==> src/rtl/vram_arbiter_pkg.sv <==
// Shared definitions for the VRAM arbiter: source tags carried down the
// read pipeline and the default VRAM word-address width.
package vram_arbiter_pkg;

    localparam int DEF_ADDR_W = 15;

    typedef enum logic [2:0] {
        TAG_NONE = 3'd0,
        TAG_CPU  = 3'd1,
        TAG_L1   = 3'd2,
        TAG_L2   = 3'd3,
        TAG_SPR  = 3'd4
    } tag_t;

endpackage

==> src/rtl/vram_arbiter_rr_arbiter3.sv <==
// Three-way round-robin arbiter for the display fetch engines.
// Index 0 = layer 1, 1 = layer 2, 2 = sprites. The pointer names the
// requester with highest priority and moves past each winner.
module rr_arbiter3 (
    input  logic       clk,
    input  logic       rst_n,
    input  logic [2:0] i_req,
    input  logic       i_en,
    output logic [2:0] o_grant
);

    logic [1:0] r_ptr;
    logic [1:0] w_win;
    logic       w_fire;

    function automatic logic [1:0] first_of(input logic [2:0] req,
                                            input logic [1:0] a,
                                            input logic [1:0] b,
                                            input logic [1:0] c);
        if (req[a]) return a;
        if (req[b]) return b;
        return c;
    endfunction

    // Pick the first pending requester starting from the pointer.
    always_comb begin
        case (r_ptr)
            2'd0:    w_win = first_of(i_req, 2'd0, 2'd1, 2'd2);
            2'd1:    w_win = first_of(i_req, 2'd1, 2'd2, 2'd0);
            default: w_win = first_of(i_req, 2'd2, 2'd0, 2'd1);
        endcase
    end

    assign w_fire  = i_en && (|i_req);
    assign o_grant = w_fire ? (3'b001 << w_win) : 3'b000;

    // Advance the pointer to the source after the winner, only on a grant.
    always_ff @(posedge clk or negedge rst_n) begin
        if (!rst_n) begin
            r_ptr <= 2'd0;
        end else if (w_fire) begin
            r_ptr <= (w_win == 2'd2) ? 2'd0 : w_win + 2'd1;
        end
    end

endmodule

==> src/rtl/vram_arbiter.sv <==
// VRAM arbiter: CPU plus three display fetch engines share one
// single-port VRAM. Grant is combinational, memory strobes are
// registered, and read data returns two cycles after grant tagged
// to its source. The CPU wins unless its burst budget is spent while
// display fetch is waiting.
module vram_arbiter
    import vram_arbiter_pkg::*;
#(
    parameter int CPU_MAX_BURST = 4,
    parameter int ADDR_W        = DEF_ADDR_W
) (
    input  logic              clk,
    input  logic              rst_n,
    input  logic              cpu_req,
    input  logic [16:0]       cpu_addr,
    input  logic              cpu_write,
    input  logic [7:0]        cpu_wrdata,
    output logic              cpu_ack,
    output logic [7:0]        cpu_rddata,
    output logic              cpu_rddata_valid,
    input  logic              l1_req,
    input  logic [ADDR_W-1:0] l1_addr,
    output logic              l1_ack,
    input  logic              l2_req,
    input  logic [ADDR_W-1:0] l2_addr,
    output logic              l2_ack,
    input  logic              spr_req,
    input  logic [ADDR_W-1:0] spr_addr,
    output logic              spr_ack,
    output logic [31:0]       fetch_rddata,
    output logic              l1_rddata_valid,
    output logic              l2_rddata_valid,
    output logic              spr_rddata_valid,
    output logic [ADDR_W-1:0] vram_addr,
    output logic [31:0]       vram_wrdata,
    output logic [3:0]        vram_wrbytesel,
    output logic              vram_write,
    input  logic [31:0]       vram_rddata
);

    logic [3:0]        r_burst;
    logic [2:0]        w_disp_req;
    logic [2:0]        w_disp_gnt;
    logic              w_any_disp;
    logic              w_throttle;
    logic              w_cpu_gnt;
    logic              w_disp_en;
    logic              w_disp_any_gnt;

    logic [ADDR_W-1:0] w_addr;
    tag_t              w_tag;
    logic              w_write;
    logic [3:0]        w_bytesel;

    logic [ADDR_W-1:0] r_vram_addr;
    logic              r_vram_write;
    logic [3:0]        r_wrbytesel;
    logic [31:0]       r_wrdata;
    tag_t              r_tag;
    logic [1:0]        r_off;

    logic [31:0]       r_fetch_rddata;
    logic [7:0]        r_cpu_rddata;
    logic              r_cpu_vld;
    logic              r_l1_vld;
    logic              r_l2_vld;
    logic              r_spr_vld;

    function automatic logic [7:0] sel_byte(input logic [31:0] word,
                                            input logic [1:0]  off);
        case (off)
            2'd0:    return word[7:0];
            2'd1:    return word[15:8];
            2'd2:    return word[23:16];
            default: return word[31:24];
        endcase
    endfunction

    assign w_disp_req     = {spr_req, l2_req, l1_req};
    assign w_any_disp     = |w_disp_req;
    // Throttle only bites when a display requester is actually waiting.
    assign w_throttle     = w_any_disp && (r_burst == 4'(CPU_MAX_BURST));
    // No grants while reset is held, so nothing enters the pipeline.
    assign w_cpu_gnt      = rst_n && cpu_req && !w_throttle;
    assign w_disp_en      = rst_n && !w_cpu_gnt;
    assign w_disp_any_gnt = |w_disp_gnt;

    rr_arbiter3 u_rr (
        .clk     (clk),
        .rst_n   (rst_n),
        .i_req   (w_disp_req),
        .i_en    (w_disp_en),
        .o_grant (w_disp_gnt)
    );

    assign cpu_ack = w_cpu_gnt;
    assign l1_ack  = w_disp_gnt[0];
    assign l2_ack  = w_disp_gnt[1];
    assign spr_ack = w_disp_gnt[2];

    // Count CPU grants made while display fetch waits; any display grant
    // or a cycle with no display demand restarts the budget.
    always_ff @(posedge clk or negedge rst_n) begin
        if (!rst_n) begin
            r_burst <= 4'd0;
        end else if (w_disp_any_gnt || !w_any_disp) begin
            r_burst <= 4'd0;
        end else if (w_cpu_gnt) begin
            r_burst <= r_burst + 4'd1;
        end
    end

    // Select the winner's address and strobes; idle cycles hold the address.
    always_comb begin
        w_addr    = r_vram_addr;
        w_tag     = TAG_NONE;
        w_write   = 1'b0;
        w_bytesel = 4'b0000;
        if (w_cpu_gnt) begin
            w_addr  = ADDR_W'(cpu_addr[16:2]);
            w_write = cpu_write;
            if (cpu_write) begin
                w_bytesel = 4'b0001 << cpu_addr[1:0];
            end else begin
                w_tag = TAG_CPU;
            end
        end else if (w_disp_gnt[0]) begin
            w_addr = l1_addr;
            w_tag  = TAG_L1;
        end else if (w_disp_gnt[1]) begin
            w_addr = l2_addr;
            w_tag  = TAG_L2;
        end else if (w_disp_gnt[2]) begin
            w_addr = spr_addr;
            w_tag  = TAG_SPR;
        end
    end

    // Memory strobe stage: register address, write strobes and source tag.
    always_ff @(posedge clk or negedge rst_n) begin
        if (!rst_n) begin
            r_vram_addr  <= '0;
            r_vram_write <= 1'b0;
            r_wrbytesel  <= 4'b0000;
            r_wrdata     <= 32'h0;
            r_tag        <= TAG_NONE;
            r_off        <= 2'd0;
        end else begin
            r_vram_addr  <= w_addr;
            r_vram_write <= w_write;
            r_wrbytesel  <= w_bytesel;
            r_tag        <= w_tag;
            if (w_cpu_gnt) begin
                r_off <= cpu_addr[1:0];
            end
            if (w_cpu_gnt && cpu_write) begin
                r_wrdata <= {4{cpu_wrdata}};
            end
        end
    end

    // Read return stage: capture VRAM data for the tagged source and pulse its valid.
    always_ff @(posedge clk or negedge rst_n) begin
        if (!rst_n) begin
            r_fetch_rddata <= 32'h0;
            r_cpu_rddata   <= 8'h0;
            r_cpu_vld      <= 1'b0;
            r_l1_vld       <= 1'b0;
            r_l2_vld       <= 1'b0;
            r_spr_vld      <= 1'b0;
        end else begin
            r_cpu_vld <= (r_tag == TAG_CPU);
            r_l1_vld  <= (r_tag == TAG_L1);
            r_l2_vld  <= (r_tag == TAG_L2);
            r_spr_vld <= (r_tag == TAG_SPR);
            if (r_tag == TAG_CPU) begin
                r_cpu_rddata <= sel_byte(vram_rddata, r_off);
            end
            if (r_tag == TAG_L1 || r_tag == TAG_L2 || r_tag == TAG_SPR) begin
                r_fetch_rddata <= vram_rddata;
            end
        end
    end

    assign vram_addr        = r_vram_addr;
    assign vram_write       = r_vram_write;
    assign vram_wrbytesel   = r_wrbytesel;
    assign vram_wrdata      = r_wrdata;
    assign fetch_rddata     = r_fetch_rddata;
    assign cpu_rddata       = r_cpu_rddata;
    assign cpu_rddata_valid = r_cpu_vld;
    assign l1_rddata_valid  = r_l1_vld;
    assign l2_rddata_valid  = r_l2_vld;
    assign spr_rddata_valid = r_spr_vld;

endmodule
==> config.mk <==
export PLATFORM = sky130hd
export DESIGN_NAME = vram_arbiter
export DESIGN_NICKNAME = d
export VERILOG_FILES = /design/src/rtl/vram_arbiter_pkg.sv /design/src/rtl/vram_arbiter_rr_arbiter3.sv /design/src/rtl/vram_arbiter.sv
export SDC_FILE = /design/constraint.sdc
export NUM_CORES = 1
export LEC_CHECK = 0
export BUFFER_PORTS_ARGS = -buffer_cell sky130_fd_sc_hd__buf_2
export CAP_MARGIN = 5
export CORE_MARGIN = 2
export CORE_UTILIZATION = 30
export CTS_BUF_LIST = sky130_fd_sc_hd__clkbuf_2 sky130_fd_sc_hd__clkbuf_4 sky130_fd_sc_hd__clkbuf_8
export CTS_CLUSTER_SIZE = 8
export DETAILED_ROUTE_END_ITERATION = 16
export MAX_ROUTING_LAYER = met4
export PLACE_DENSITY = 0.63
export SLEW_MARGIN = 25
export SYNTH_ARGS = -nofsm -noshare
export SYNTH_HDL_FRONTEND = slang
export SYNTH_SLANG_ARGS = --single-unit
==> constraint.sdc <==
create_clock -name clk -period 5.1 [get_ports clk]
set_input_delay 0.255 -clock clk [delete_from_list [all_inputs] [get_ports clk]]
set_output_delay 0.255 -clock clk [all_outputs]
set_load 0.005 [all_outputs]
==> out/results.txt, run 1 <==
Status: complete, no violations
CP startpoint kind: primary input
Power density over cell area: 398.3 nW/um^2
Initial Util: 30.75%
Fill cells: 1,333
Die Width: 120.5 um
DRC: 0
CP Data Arrival Time: 2.73 ns
Fin Setup TNS: 0 ns
DRT Pass-1 Iters: 4
Cell variety after synth: 42
Share of layout cells above drive strength 1: 54.77%
Reg2reg path depth: 8
Peak fanout along the critical path: 30
Max frequency: 334.9 MHz
Number of global-route vias before repair: 3,288
DP HPWL: 7995 um
# IOs: 209
Port Buffers: 208
Final WL: 10,670 um
Syn Nets: 457
Core area: 13,240 um^2
Most frequent standard cell in the layout excluding fill and tap cells: buf_2
Worst R2R Start: r_burst[0]$_DFFE_PN0P_
Hold path cells: 2
CTS Sinks: 83
Setup WS post-layout: 2.114 ns
Setup crit end kind: output port
Max-slew violation count: 0
Unrepaired setup endpoints after global routing: false
Hold_sp: cpu_addr[0]
Total setup buffers inserted after CTS: 0
Syn Inst Count: 346
# diodes: 0
Cell area after placement: 5104 um^2
CTS Buf Count: 9
Worst path required time: 4.85 ns
Worst min path class: in2reg
RePlAce Congestion: 0.8572
CTS Hold Bufs: 1
Reg2reg end: vram_wrdata[29]$_DFFE_PN0P_
Vias per cell: 4.720
Clock latency on the worst-skew pair: 0.36 ns
Routed vias: 3,356
Die Y-Extent: 120.5 um
Initial antenna violation count: 0
Tightest Pin Transition: 0.8690 ns
Most frequent cells in the layout: buf_2, dfrtp_1, mux2_2
Area Overhead vs Synth: 31.21%
CTS resizes: 0
Relative slew slack: 41.81%
WL per Instance: 15.00 um
Fin crit period: 2.986 ns
Worst VDD drop: 0.0001079 V
CTS max path bufs: 2
Final ANT Viol Nets: 0
Crit share post-route: 58.55%
Worst Hold Endpoint: vram_wrbytesel[2]$_DFF_PN0_
Htree depth: 3
Clock Skews: 0.007761 ns
Largest net degree at the start of global routing: 61
Post-placement worst setup slack: 2.475 ns
Main synth FF type: dfrtp_1
Iter 0 DRT Violations: 145
Max_cap viols: 0
Row Count: 42
Design Area, Final: 5344 um^2
Total GRT Usage: 15.01%
First-pass GRT wire length: 16,420 um
Fraction of registers with async set/reset: 100.0%
Total Nets Final: 641
Overflow after GRT: 0
Die area: 14,520 um^2
Clock transition at the registers of the reported paths: 0.08 ns
Final Hold Fails: 0
WHS: 0.1145 ns
Worst R2R Setup Slack: 2.47 ns
Final Setup Violations: 0
Share of the yosys chip area belonging to registers: 51.00%
Root Buffer: clkbuf_8
Critical path type: in2out
Mapped Avg Cell Area: 11.77 um^2
LEAKAGE: 2.785 nW
Mapped Area: 4073 um^2
FF+latch count, synth: 83
EDFF count, synth: 0
Ys Warns: 0
TritonCTS clock tree: built
[cells by family after synthesis]
logic type	share of synthesized area (%)
AO/OA/AOI/OAI	12.60
XOR/XNOR	0.6453
adder cells (fa/ha/maj)	0.6143
buffers and inverters	8.878
flip-flops	51.00
multiplexers	19.42
AND/OR/NAND/NOR	6.852
[layer usage]
| metal | track usage (%) | share of wire [%] | vias to the layer above |
|---|---|---|---|
| met5 | - | 0 | - |
| met4 | 7.558 | 2.4 | 0 |
| met3 | 3.491 | 7.1 | 19 |
| met2 | 23.31 | 47 | 149 |
| met1 | 18.39 | 44 | 1604 |
| li1 | - | - | 1584 |
[cell type report]
cell class	count	area, um^2	area share, %
multi-input combinational	198	1650	30.88
clock inverter	4	50.05	0.9365
timing repair buffer	212	1096	20.51
inverter	26	97.59	1.826
tap	176	220.2	4.121
sequential	83	2077	38.87
clock buffer	12	152.6	2.856
[flip-flops by register name, indices dropped and copies added, names as in the netlist]
name	flops
r_burst	4
fetch_rddata	32
vram_addr	15
vram_write	1
cpu_rddata_valid	1
l1_rddata_valid	1
vram_wrdata	8
cpu_rddata	8
r_off	2
u_rr.r_ptr	2
r_tag	3
vram_wrbytesel	4
spr_rddata_valid	1
l2_rddata_valid	1
[how the worst max path moves through the flow]
stage / startpoint / endpoint / slack, ns / cells past startpoint
2_1_floorplan: r_burst[0]$_DFFE_PN0P_ / l1_ack / 3.29 / 7
3_3_place_gp: r_burst[0]$_DFFE_PN0P_ / vram_wrdata[26]$_DFFE_PN0P_ / 2.62 / 8
4_1_cts: rst_n / l1_ack / 2.10 / 8
5_1_grt: rst_n / l1_ack / 1.79 / 8
6_report: rst_n / l1_ack / 2.11 / 8
3_5_place_dp: r_burst[0]$_DFFE_PN0P_ / vram_wrdata[26]$_DFFE_PN0P_ / 2.48 / 8
[power breakdown]
group          internal, W  switching [W]
sequential        0.000850       0.000118
combinational     0.000385       0.000292
clock             0.000250       0.000234
total              0.00148       0.000644
[synthesized netlist by cell type, types with 2 or more instances]
| library cell | count | area, um^2 |
|---|---|---|
| dfrtp_1 | 83 | 2077 |
| mux2_2 | 48 | 540.5 |
| buf_4 | 24 | 180.2 |
| inv_1 | 23 | 86.33 |
| nand2_1 | 22 | 82.58 |
| a22o_1 | 16 | 140.1 |
| o21ai_0 | 12 | 60.06 |
| a21oi_1 | 11 | 55.05 |
| nor3_1 | 10 | 50.05 |
| a211o_1 | 8 | 70.07 |
| a22oi_1 | 8 | 60.06 |
| mux4_2 | 8 | 180.2 |
| nor2_1 | 8 | 30.03 |
| buf_2 | 7 | 35.03 |
| mux2i_1 | 7 | 70.07 |
| o31ai_1 | 7 | 52.55 |
| clkbuf_1 | 4 | 15.01 |
| nor3b_1 | 4 | 30.03 |
| o21ai_1 | 4 | 20.02 |
| inv_2 | 3 | 11.26 |
| nand3_1 | 3 | 15.01 |
| and3_1 | 2 | 12.51 |
| buf_1 | 2 | 7.510 |
| ha_1 | 2 | 25.02 |
| o21ai_2 | 2 | 17.52 |
| xnor2_1 | 2 | 17.52 |
[metrics by stage]
step / util, % / total power (W) / std cells
4_1_cts: 40.15 / 0.002156 / 710
5_1_grt: 40.35 / 0.002273 / 711
3_3_place_gp: 38.54 / 0.001641 / 693
2_1_floorplan: - / 0.001361 / 346
3_5_place_dp: 38.54 / 0.001662 / 693
6_report: 40.35 / 0.002128 / 711
[worst max-delay path, cell delays in order]
cell and delay (ns):
dlygate4sd3_1 0.52, buf_4 0.36, inv_2 0.17, a211oi_1 0.26, buf_4 0.24, nand3_1 0.52, nor2_1 0.23, buf_2 0.14
No activity file was read; power rests on OpenSTA's default activity.
==> run 2: changes to the inputs <==
--- a/config.mk
+++ b/config.mk
@@ -13,7 +13,7 @@
 export CTS_CLUSTER_SIZE = 8
 export DETAILED_ROUTE_END_ITERATION = 16
 export MAX_ROUTING_LAYER = met4
-export PLACE_DENSITY = 0.63
+export PLACE_DENSITY = 0.65
 export SLEW_MARGIN = 25
 export SYNTH_ARGS = -nofsm -noshare
 export SYNTH_HDL_FRONTEND = slang
==> constraint.sdc (replaced) <==
create_clock -name clk -period 2.7 [get_ports clk]
set_input_delay 0.135 -clock clk [delete_from_list [all_inputs] [get_ports clk]]
set_output_delay 0.135 -clock clk [all_outputs]
set_load 0.005 [all_outputs]
==> out/results.txt, run 2 (synthesis gave the netlist of run 1 again) <==
DRT Pass-1 Iters: 4 (unchanged)
Clock transition at the registers of the reported paths: 0.09 ns (was 0.08 ns)
M1 GR Usage: 20.25% (was 18.39%)
Worst path required time: 2.57 ns (was 4.85 ns)
Final ANT Viol Nets: 0 (unchanged)
First-pass GRT wire length: 17,270 um (was 16,420 um)
Clock latency on the worst-skew pair: 0.35 ns (was 0.36 ns)
Crit share post-route: 87.40%
Share of layout cells above drive strength 1: 53.61% (was 54.77%)
Tightest Pin Transition: 0.8041 ns (was 0.8690 ns)
# IOs: 209 (unchanged)
Die Y-Extent: 120.5 um (unchanged)
Max frequency: 423.8 MHz
Largest register FFs: 32 (unchanged)
Htree depth: 3 (unchanged)
CP startpoint kind: flop (was primary input)
Critical-path top delay cell: dfrtp_1 (was dlygate4sd3_1)
Overflow after GRT: 0 (unchanged)
DP HPWL: 8066 um (was 7995 um)
Core area: 13,240 um^2 (unchanged)
M3 GR Usage: 3.208% (was 3.491%)
Relative slew slack: 46.40% (was 41.81%)
Vias per cell: 4.696 (was 4.720)
Largest net degree at the start of global routing: 56 (was 61)
Final WL: 10,820 um (was 10,670 um)
Row Count: 42 (unchanged)
DRC: 0 (unchanged)
Iter 0 DRT Violations: 160 (was 145)
Status: complete, no violations (unchanged)
Final Setup Violations: 0 (unchanged)
Most frequent standard cell in the layout excluding fill and tap cells: buf_2 (unchanged)
Crit-path max cell delay: 0.43 ns (was 0.52 ns)
LEAKAGE: 2.840 nW (was 2.785 nW)
Setup crit end kind: output port (unchanged)
Worst R2R Start: r_burst[0]$_DFFE_PN0P_ (unchanged)
TritonCTS clock tree: built (unchanged)
Fin crit period: 2.360 ns
Die Width: 120.5 um (unchanged)
Most frequent cells in the layout: buf_2, dfrtp_1, mux2_2 (unchanged)
Root Buffer: clkbuf_8 (unchanged)
Area Overhead vs Synth: 34.69% (was 31.21%)
Total setup buffers inserted after CTS: 0 (unchanged)
GR peak layer: met2 (unchanged)
Peak fanout along the critical path: 10 (was 30)
Cell mode on critical path: inv_1 (was buf_4)
Die area: 14,520 um^2 (unchanged)
Port Buffers: 208 (unchanged)
Worst min path class: in2reg (unchanged)
Number of global-route vias before repair: 3,487 (was 3,288)
Clock Skews: 0.008325 ns (was 0.007761 ns)
Critical Path Source: r_burst[0]$_DFFE_PN0P_ (was rst_n)
Total Nets Final: 660 (was 641)
CTS Sinks: 83 (unchanged)
Worst VDD drop: 0.0002066 V (was 0.0001079 V)
Max_cap viols: 0 (unchanged)
CTS max path bufs: 2 (unchanged)
Initial antenna violation count: 0 (unchanged)
Setup WS post-layout: 0.3402 ns (was 2.114 ns)
CP Data Arrival Time: 2.22 ns (was 2.73 ns)
Power density over cell area: 719.0 nW/um^2 (was 398.3 nW/um^2)
Final Hold Fails: 0 (unchanged)
Hold_sp: vram_rddata[11] (was cpu_addr[0])
WL per Instance: 14.82 um (was 15.00 um)
Crit-path cells: inv_1 -> ha_1 -> nand3b_1 -> a211oi_1 -> buf_4 -> o21ai_2 -> inv_1 -> buf_2 (was dlygate4sd3_1 -> buf_4 -> inv_2 -> a211oi_1 -> buf_4 -> nand3_1 -> nor2_1 -> buf_2)
Unrepaired setup endpoints after global routing: false (unchanged)
Met2 GRT Util: 24.51% (was 23.31%)
Max-slew violation count: 0 (unchanged)
CTS Buf Count: 9 (unchanged)
RePlAce Congestion: 0.9119 (was 0.8572)
Critical path type: reg2out (was in2out)
Routed vias: 3,428 (was 3,356)
Total GRT Usage: 15.61% (was 15.01%)
Initial Util: 30.75% (unchanged)
Post-placement worst setup slack: 0.4463 ns (was 2.475 ns)
# diodes: 0 (unchanged)
Fin Setup TNS: 0 ns (unchanged)
## run 2: changes by cell type in the layout (fill, tap and decap cells not counted), sizes merged
cell,change
buf,+3
inv,+2
clkinvlp,+2
bufinv,-1
dlygate4sd3,+16
clkbuf,-3
## run 2: final timing paths
kind	to	cells after the start	slack [ns]
setup / recovery	l2_ack	8	0.34
hold / removal	fetch_rddata[11]$_DFFE_PN0P_	2	0.02
setup reg to reg	vram_wrbytesel[0]$_DFF_PN0_	8	0.53
hold reg to reg	l1_rddata_valid$_DFF_PN0_	1	0.49
max in group asynchronous	cpu_rddata[7]$_DFFE_PN0P_	3	1.55
min in group asynchronous	r_burst[2]$_DFFE_PN0P_	2	0.20
## run 2: metal layers
| metal | up-vias | wire, um |
|---|---|---|
| met5 | - | 0 |
| li1 | 1620 | - |
| met3 | 13 | 740 |
| met2 | 178 | 5090 |
| met4 | 0 | 104 |
| met1 | 1617 | 4880 |
## run 2: area by class of cell
| class | instances | area, um^2 |
|---|---|---|
| Clock buffer | 9 | 123.9 |
| Clock inverter | 7 | 52.55 |
| Fill cell | 1296 | 7757 |
| Inverter | 26 | 97.59 |
| Multi-Input combinational cell | 198 | 1655 |
| Sequential cell | 83 | 2077 |
| Tap cell | 176 | 220.2 |
| Timing Repair Buffer | 231 | 1259 |
## run 2: power by group
| part | leakage [nW] | internal [W] | switching [W] | total, W |
|---|---|---|---|---|
| clock | 0.0783 | 0.000338 | 0.000480 | 0.000819 |
| combinational | 1.75 | 0.000736 | 0.000562 | 0.00130 |
| sequential | 1.01 | 0.00160 | 0.000223 | 0.00183 |
## run 2: per-stage QoR
| stage | hold slack [ns] | std cells | power (W) | cell area, um^2 | util [%] |
|---|---|---|---|---|---|
| 6_report | 0.02418 | 730 | 0.003944 | 5485 | 41.42 |
| 5_1_grt | 0.001515 | 730 | 0.004241 | 5485 | 41.42 |
| 4_1_cts | 0.001445 | 726 | 0.004002 | 5440 | 41.08 |
| 3_5_place_dp | 0.04581 | 697 | 0.003150 | 5134 | 38.77 |
| 3_3_place_gp | 0.04245 | 697 | 0.003100 | 5134 | 38.77 |
| 2_1_floorplan | -0.1606 | 346 | 0.002571 | 4073 | - |
## run 2: repair_timing
item	in CTS	in global routing
endpoints found under the setup margin	0	1
gates resized for setup	0	1
hold endpoints to repair	27	4
hold buffers	13	4
## run 2: critical path, delay by kind of cell (launching register included)
family / cells / cell delay (ns)
compound gates: 2 / 0.60
fa+ha+maj: 1 / 0.15
buf+inv: 4 / 0.53
flops: 1 / 0.43
simple gates: 1 / 0.16
